$ cat config.mk
export PLATFORM = sky130hd
export DESIGN_NAME = lsu_mem_adapter
export DESIGN_NICKNAME = d
export VERILOG_FILES = /design/src/rtl/lsu_mem_adapter.sv
export SDC_FILE = /design/constraint.sdc
export NUM_CORES = 1
export LEC_CHECK = 0
export CAP_MARGIN = 25
export CORE_MARGIN = 4
export CORE_UTILIZATION = 44
export CTS_CLUSTER_SIZE = 14
export DETAILED_ROUTE_END_ITERATION = 10
export PLACE_DENSITY = 0.81
export REMOVE_ABC_BUFFERS = 1
export SYNTH_ARGS = -nofsm -noshare
export SYNTH_HDL_FRONTEND = slang
export SYNTH_SLANG_ARGS = --single-unit
export TNS_END_PERCENT = 20
$ cat constraint.sdc
create_clock -name clk -period 2.5 [get_ports clk]
set_input_delay 0.375 -clock clk [delete_from_list [all_inputs] [get_ports clk]]
set_output_delay 0.375 -clock clk [all_outputs]
set_load 0.05 [all_outputs]
$ cat src/rtl/lsu_mem_adapter.sv
// lsu_mem_adapter: RV32I load/store adapter to a byte-enabled, 1-cycle-latency word RAM.
// One request in flight; every output is driven from a register.
module lsu_mem_adapter #(
    parameter int MEM_WORDS = 256
) (
    input  logic        clk,
    input  logic        rst_n,
    input  logic        req_valid,
    output logic        req_ready,
    input  logic        req_we,
    input  logic [2:0]  req_funct3,
    input  logic [31:0] req_addr,
    input  logic [31:0] req_wdata,
    output logic        rsp_valid,
    output logic        rsp_err,
    output logic [31:0] rsp_rdata,
    output logic        mem_we,
    output logic [3:0]  mem_be,
    output logic [31:0] mem_addr,
    output logic [31:0] mem_wdata,
    input  logic [31:0] mem_rdata
);
    typedef enum logic [2:0] {IDLE, ISSUE, WAIT, RESP, ERR} state_e;
    state_e      state_q, state_d;
    logic        we_q, we_d;
    logic [2:0]  f3_q, f3_d;
    logic [1:0]  off_q, off_d;
    logic        req_ready_q, req_ready_d;
    logic        rsp_valid_q, rsp_valid_d;
    logic        rsp_err_q, rsp_err_d;
    logic [31:0] rsp_rdata_q, rsp_rdata_d;
    logic        mem_we_q, mem_we_d;
    logic [3:0]  mem_be_q, mem_be_d;
    logic [31:0] mem_addr_q, mem_addr_d;
    logic [31:0] mem_wdata_q, mem_wdata_d;
    logic [1:0]  o;
    logic [1:0]  sz;
    logic        bad_f3, misaligned, out_of_range, req_err;
    logic [3:0]  be;
    logic [31:0] lane, shifted, ld;
    // Request decode: funct3[1:0] is the access size, funct3[2] the unsigned flag.
    always_comb begin
        o            = req_addr[1:0];
        sz           = req_funct3[1:0];
        be           = sz == 2'd0 ? 4'b0001 << o : sz == 2'd1 ? 4'b0011 << o : 4'b1111;
        lane         = sz == 2'd0 ? {4{req_wdata[7:0]}} : sz == 2'd1 ? {2{req_wdata[15:0]}} : req_wdata;
        bad_f3       = req_we ? (req_funct3[2] || sz == 2'd3) : (sz == 2'd3 || req_funct3 == 3'b110);
        misaligned   = (sz == 2'd1 && o[0]) || (sz == 2'd2 && o != 2'd0);
        out_of_range = req_addr[31:2] >= 30'(MEM_WORDS);
        req_err      = bad_f3 || misaligned || out_of_range;
    end
    // Load extract: lane-shift so the addressed byte sits at bit 0, then extend.
    always_comb begin
        shifted = mem_rdata >> {off_q, 3'b000};
        ld      = f3_q == 3'b000 ? {{24{shifted[7]}}, shifted[7:0]}
                : f3_q == 3'b001 ? {{16{shifted[15]}}, shifted[15:0]}
                : f3_q == 3'b100 ? {24'h0, shifted[7:0]}
                : f3_q == 3'b101 ? {16'h0, shifted[15:0]}
                : shifted;
    end
    always_comb begin
        state_d     = state_q;
        we_d        = we_q;
        f3_d        = f3_q;
        off_d       = off_q;
        rsp_valid_d = 1'b0;
        rsp_err_d   = 1'b0;
        rsp_rdata_d = 32'h0;
        mem_we_d    = 1'b0;
        mem_be_d    = 4'h0;
        mem_addr_d  = mem_addr_q;
        mem_wdata_d = mem_wdata_q;
        case (state_q)
            IDLE: if (req_valid) begin
                we_d  = req_we;
                f3_d  = req_funct3;
                off_d = o;
                if (req_err) begin
                    state_d     = ERR;
                    rsp_valid_d = 1'b1;
                    rsp_err_d   = 1'b1;
                end else begin
                    state_d     = ISSUE;
                    mem_we_d    = req_we;
                    mem_be_d    = be;
                    mem_addr_d  = {req_addr[31:2], 2'b00};
                    mem_wdata_d = req_we ? lane : 32'h0;
                end
            end
            ISSUE: begin
                state_d     = we_q ? RESP : WAIT;
                rsp_valid_d = we_q;
            end
            WAIT: begin
                state_d     = RESP;
                rsp_valid_d = 1'b1;
                rsp_rdata_d = ld;
            end
            default: state_d = IDLE;
        endcase
        req_ready_d = state_d == IDLE;
    end
    always_ff @(posedge clk or negedge rst_n) begin
        if (!rst_n) begin
            state_q     <= IDLE;
            we_q        <= 1'b0;
            f3_q        <= 3'b000;
            off_q       <= 2'b00;
            req_ready_q <= 1'b1;
            rsp_valid_q <= 1'b0;
            rsp_err_q   <= 1'b0;
            rsp_rdata_q <= 32'h0;
            mem_we_q    <= 1'b0;
            mem_be_q    <= 4'h0;
            mem_addr_q  <= 32'h0;
            mem_wdata_q <= 32'h0;
        end else begin
            state_q     <= state_d;
            we_q        <= we_d;
            f3_q        <= f3_d;
            off_q       <= off_d;
            req_ready_q <= req_ready_d;
            rsp_valid_q <= rsp_valid_d;
            rsp_err_q   <= rsp_err_d;
            rsp_rdata_q <= rsp_rdata_d;
            mem_we_q    <= mem_we_d;
            mem_be_q    <= mem_be_d;
            mem_addr_q  <= mem_addr_d;
            mem_wdata_q <= mem_wdata_d;
        end
    end
    assign req_ready = req_ready_q;
    assign rsp_valid = rsp_valid_q;
    assign rsp_err   = rsp_err_q;
    assign rsp_rdata = rsp_rdata_q;
    assign mem_we    = mem_we_q;
    assign mem_be    = mem_be_q;
    assign mem_addr  = mem_addr_q;
    assign mem_wdata = mem_wdata_q;
endmodule
# == Word-level counts from Yosys, hierarchy flattened ==
# Cells that the tools add are included.
# classes
add_sub_neg,0
n_mul,0
div_mod_pow,0
order_cmp,1
n_eq_ne,9
n_shift,3
muxes,25
n_bitwise,1
reduce_logical,14
# op_table
op,count
32-bit two-way mux,8
32-bit by 5-bit right shift with 32-bit output,1
"30-bit by 9-bit greater-or-equal comparator with 1-bit output, second input constant",1
4-bit two-way mux,5
"3-bit == test, second input constant",3
3-bit zero test,3
3-bit one-hot mux with 3 select lines,1
1-bit two-way mux,8
"3-bit by 1-bit == test with 1-bit output, second input constant",2
3-bit two-way mux,2
1-bit logical OR,5
"2-bit == test, second input constant",2
"1-bit by 2-bit left shift with 4-bit output, first input constant",1
"2-bit by 2-bit left shift with 4-bit output, first input constant",1
"3-bit by 2-bit == test with 1-bit output, second input constant",1
1-bit one-hot mux with 3 select lines,1
3-bit AND reduction,1
"2-bit by 1-bit == test with 1-bit output, second input constant",1
1-bit logical AND,2
2-bit zero test,1
2-bit AND reduction,1
2-bit nonzero test,1
1-bit NOT,1
# word_totals
regBits,111
latchBits,0
mem_bits_rw,0
rom_bits,0
in_bits,103
out_inout_bits,104
elab_cells,65
memories,0

# == Logic depth before layout (Yosys ltp) ==
# depth
depth_word,9
depth_mapped,7
ltp_nobuf,6

# == Worst setup path after synthesis ==
# Ideal clock, no wire load.
# synth_timing
path_type,register to register
startpoint,register state_q[0]
endpoint,register mem_addr_q[7] (netlist: mem_addr[7])
setup_time_ns,0.125
arrival_time_ns,1.945
required_ns,2.375
setup_slack_ns,0.430
stages_incl_launch_ff,6
n_path_buf,1
period_less_slack_ns,2.070
path_cell_list,dfrtp_1 -> nor4b_4 -> nand4_2 -> nor4_4 -> buf_6 -> mux2_2
# synth_between
elab_chain_cells,2
# synth_rtl
item,line_no,source
from (decl),24,"state_e state_q, state_d;"
from (signal assigned),118,state_q <= state_d;
3-bit zero test,73,case (state_q)
3-bit AND reduction (no line),-,
to (signal assigned),128,mem_addr_q <= mem_addr_d;
to (decl),34,"logic [31:0] mem_addr_q, mem_addr_d;"
# No other way between the ends.
# A chain may end at the register's enable or synchronous reset.

# == Final worst setup path ==
# layout_timing
startpoint,input port req_addr[10]
endpoint,register mem_wdata_q[7] (netlist: mem_wdata[7])
# layout_between
elab_chain_cells,4
# layout_rtl
item,line_no,source
from (decl),12,"input logic [31:0] req_addr,"
30-bit by 9-bit greater-or-equal comparator with 1-bit output,49,out_of_range = req_addr[31:2] >= 30'(MEM_WORDS);
1-bit logical OR,50,req_err = bad_f3 || misaligned || out_of_range;
1-bit NOT (no line),-,
3-bit AND reduction (no line),-,
to (signal assigned),129,mem_wdata_q <= mem_wdata_d;
to (decl),35,"logic [31:0] mem_wdata_q, mem_wdata_d;"
# No other way between the ends.

==> impl_metrics.ini <==
[run_status]
status = complete, no violations

[cts]
cts_resized = 0
cts_hold_buffers = 0
clockBufferDepth = 2
cts.htree.levels = 3
cts_tree = done
insertion_delay_ns = 0.34
cts_root_buf = clkbuf_16
cts_made_buffers = 9
clock-sinks = 111
postCtsSetupBuffers = 0
path_clk_slew_ns = 0.07

[die]
chipWidth_um = 116.0
die-area_um2 = 13450
ioPinCount = 207
core_area_um2 = 11420
initial_utilization = 0.4493
rows = 39
fp.dieH_um = 116.0

[route]
final_antenna_net_count = 0
vias = 4274
dr.pass1.iters = 4
route.detailed.drc = 0
drtIter0Drc = 232
wl_per_cell_um = 17.51
avgViaCountPerCell = 5.225
drt-total-wl_um = 14320

[worst_setup_path]
crit_path_end = mem_wdata[7]
startpoint = req_addr[10]
r2r_end = rsp_rdata[28]
r2r-start = off_q[0]
r2r_setup_slack_ns = 0.38
r2r.worst_path.cells = 4
critical_path_arrival_ns = 2.44
crit_required_ns = 2.77
path_class = in -> reg
critPathMaxFanout = 42
end_kind = flop
start_kind = primary input

[layout]
final_common_cell = clkdlybuf4s50_1
syn_to_final_growth_pct = 49.22
final_cell_mix = clkdlybuf4s50_1, dfrtp_1, nand2_1
fin_nets = 778
design_area_um2 = 7655
final_layout_size_suffix_gt1_frac = 0.1230
final_util = 0.6704
n_antenna_cell = 0

[global_routing]
gr-total-overflow = 0
grt_pass1_wl_um = 22600
grtUsageTotal = 0.2119
grt_pass1_vias = 4523
antenna_found_initial = 0
grt_max_degree = 112

[synthesis]
async_reset_ff_frac = 1.000
synth-main-ff-cell = dfrtp_1
synth_enable_flop_cells = 0
synthesis.area_um2 = 5130
ys_warn_count = 0
avgSynthCellArea_um2 = 11.06
synth_cells = 464
synth_seq_cells = 111
ys_types = 43
seq_area_frac_synth = 0.5417

[place]
dp_hpwl_um = 10510
dpl_cell_area_um2 = 7377
place.gp.congestion = 0.7908
io_buffers = 204

[min_path]
hold_class = in -> async

[timing]
slew_headroom = 0.5577
rsz0062_at_grt = false
min_period_ns = 2.174
setup_viol = 0
post-route-period-util = 0.8695
fmax_ghz = 0.4600
holdWs_ns = 0.1172
fin_skew_ns = 0.008727
worst_slew_pin_slew_ns = 0.6621
slew_violations = 0
hold_violations = 0

[pwr]
p_per_area_nw_per_um2 = 495.2
power.leakage_nw = 3.473
vdd_drop_max_mv = 0.3014
total_power_mw = 3.790

[flow_run]
maxCapViolCount = 0
## cell families after synthesis
group,count (synthesis),share of synthesized area
simple gates,149,0.1498
buf+inv,38,0.03439
fa+ha+maj,4,0.009756
flops,111,0.5417
mux,81,0.1707
other cells,1,0.0007310
compound gates,79,0.09122
xor+xnor,1,0.001708
## layout make-up
class                           count  area [um2]
Clock inverter                      6       52.55
Sequential cell                   111        2779
Tap cell                          143       178.9
Multi-Input combinational cell    316        2178
Timing Repair Buffer              222        2200
Clock buffer                        9       225.2
Fill cell                         891        3764
Inverter                           11       41.29
## where the power goes
group	switching [mW]	leakage, nW	internal (mW)
Sequential	0.0164	1.49	1.81
Combinational	0.306	1.85	0.289
Clock	0.680	0.130	0.688
## through the flow
| step | cells | setup TNS (ns) | setup WS (ns) |
|---|---|---|---|
| after global routing | 818 | 0 | 0.1039 |
| after detailed placement | 803 | -0.04989 | -0.03097 |
| after CTS | 818 | 0 | 0.3135 |
| final | 818 | 0 | 0.3262 |
| after floorplan | 438 | -54.78 | -0.9999 |
| after global placement | 803 | 0 | 0.08114 |
## routing by layer
metal	global-route usage	up-vias	share of wire
met1	0.2629	2098	0.40
met2	0.3540	167	0.49
li1	-	2000	-
met3	0.08042	9	0.10
met4	0.04718	0	0.0068
met5	0	-	0
## cell usage after synthesis (2+ instances only)
cell	n	area, um2
dfrtp_1	110	2753
nand2_1	55	206.5
mux2_2	41	461.7
mux2i_1	38	380.4
a21oi_1	33	165.2
nor2b_1	32	200.2
nor2_1	26	97.59
o21ai_0	20	100.1
clkbuf_1	16	60.06
inv_1	11	41.29
nor4_1	11	68.82
and2_1	9	56.30
a21boi_0	8	60.06
a211oi_1	7	52.55
buf_1	5	18.77
ha_1	4	50.05
o21a_1	4	30.03
buf_4	3	22.52
buf_6	3	33.78
nand3_1	3	15.01
nand2b_1	2	12.51
nand4_1	2	12.51
## registers in the layout, indices dropped and copies added (netlist names)
register,flops
rsp_rdata,32
rsp_valid,1
mem_we,1
mem_be,4
mem_addr,30
rsp_err,1
f3_q,3
off_q,2
state_q,3
mem_wdata,32
req_ready,1
we_q,1
## how the worst min path moves through the flow
stage	startpoint	endpoint	slack (ns)	cells after the start
after floorplan	rst_n	f3_q[0]	0.08	0
after CTS	rst_n	rsp_rdata[6]	0.14	2
after detailed placement	we_q	we_q	0.47	2
after global routing	rst_n	rsp_rdata[6]	0.15	2
after global placement	we_q	we_q	0.46	2
final	rst_n	rsp_rdata[22]	0.12	2
## worst max-delay path, cell delays in order
cell and delay, ns:
clkdlybuf4s50_1 0.45, nor4_1 0.34, nand4_1 0.19, nor4_4 0.33, buf_12 0.28, buf_4 0.24, mux2i_1 0.20
No activity file was read; power rests on OpenSTA's default activity.
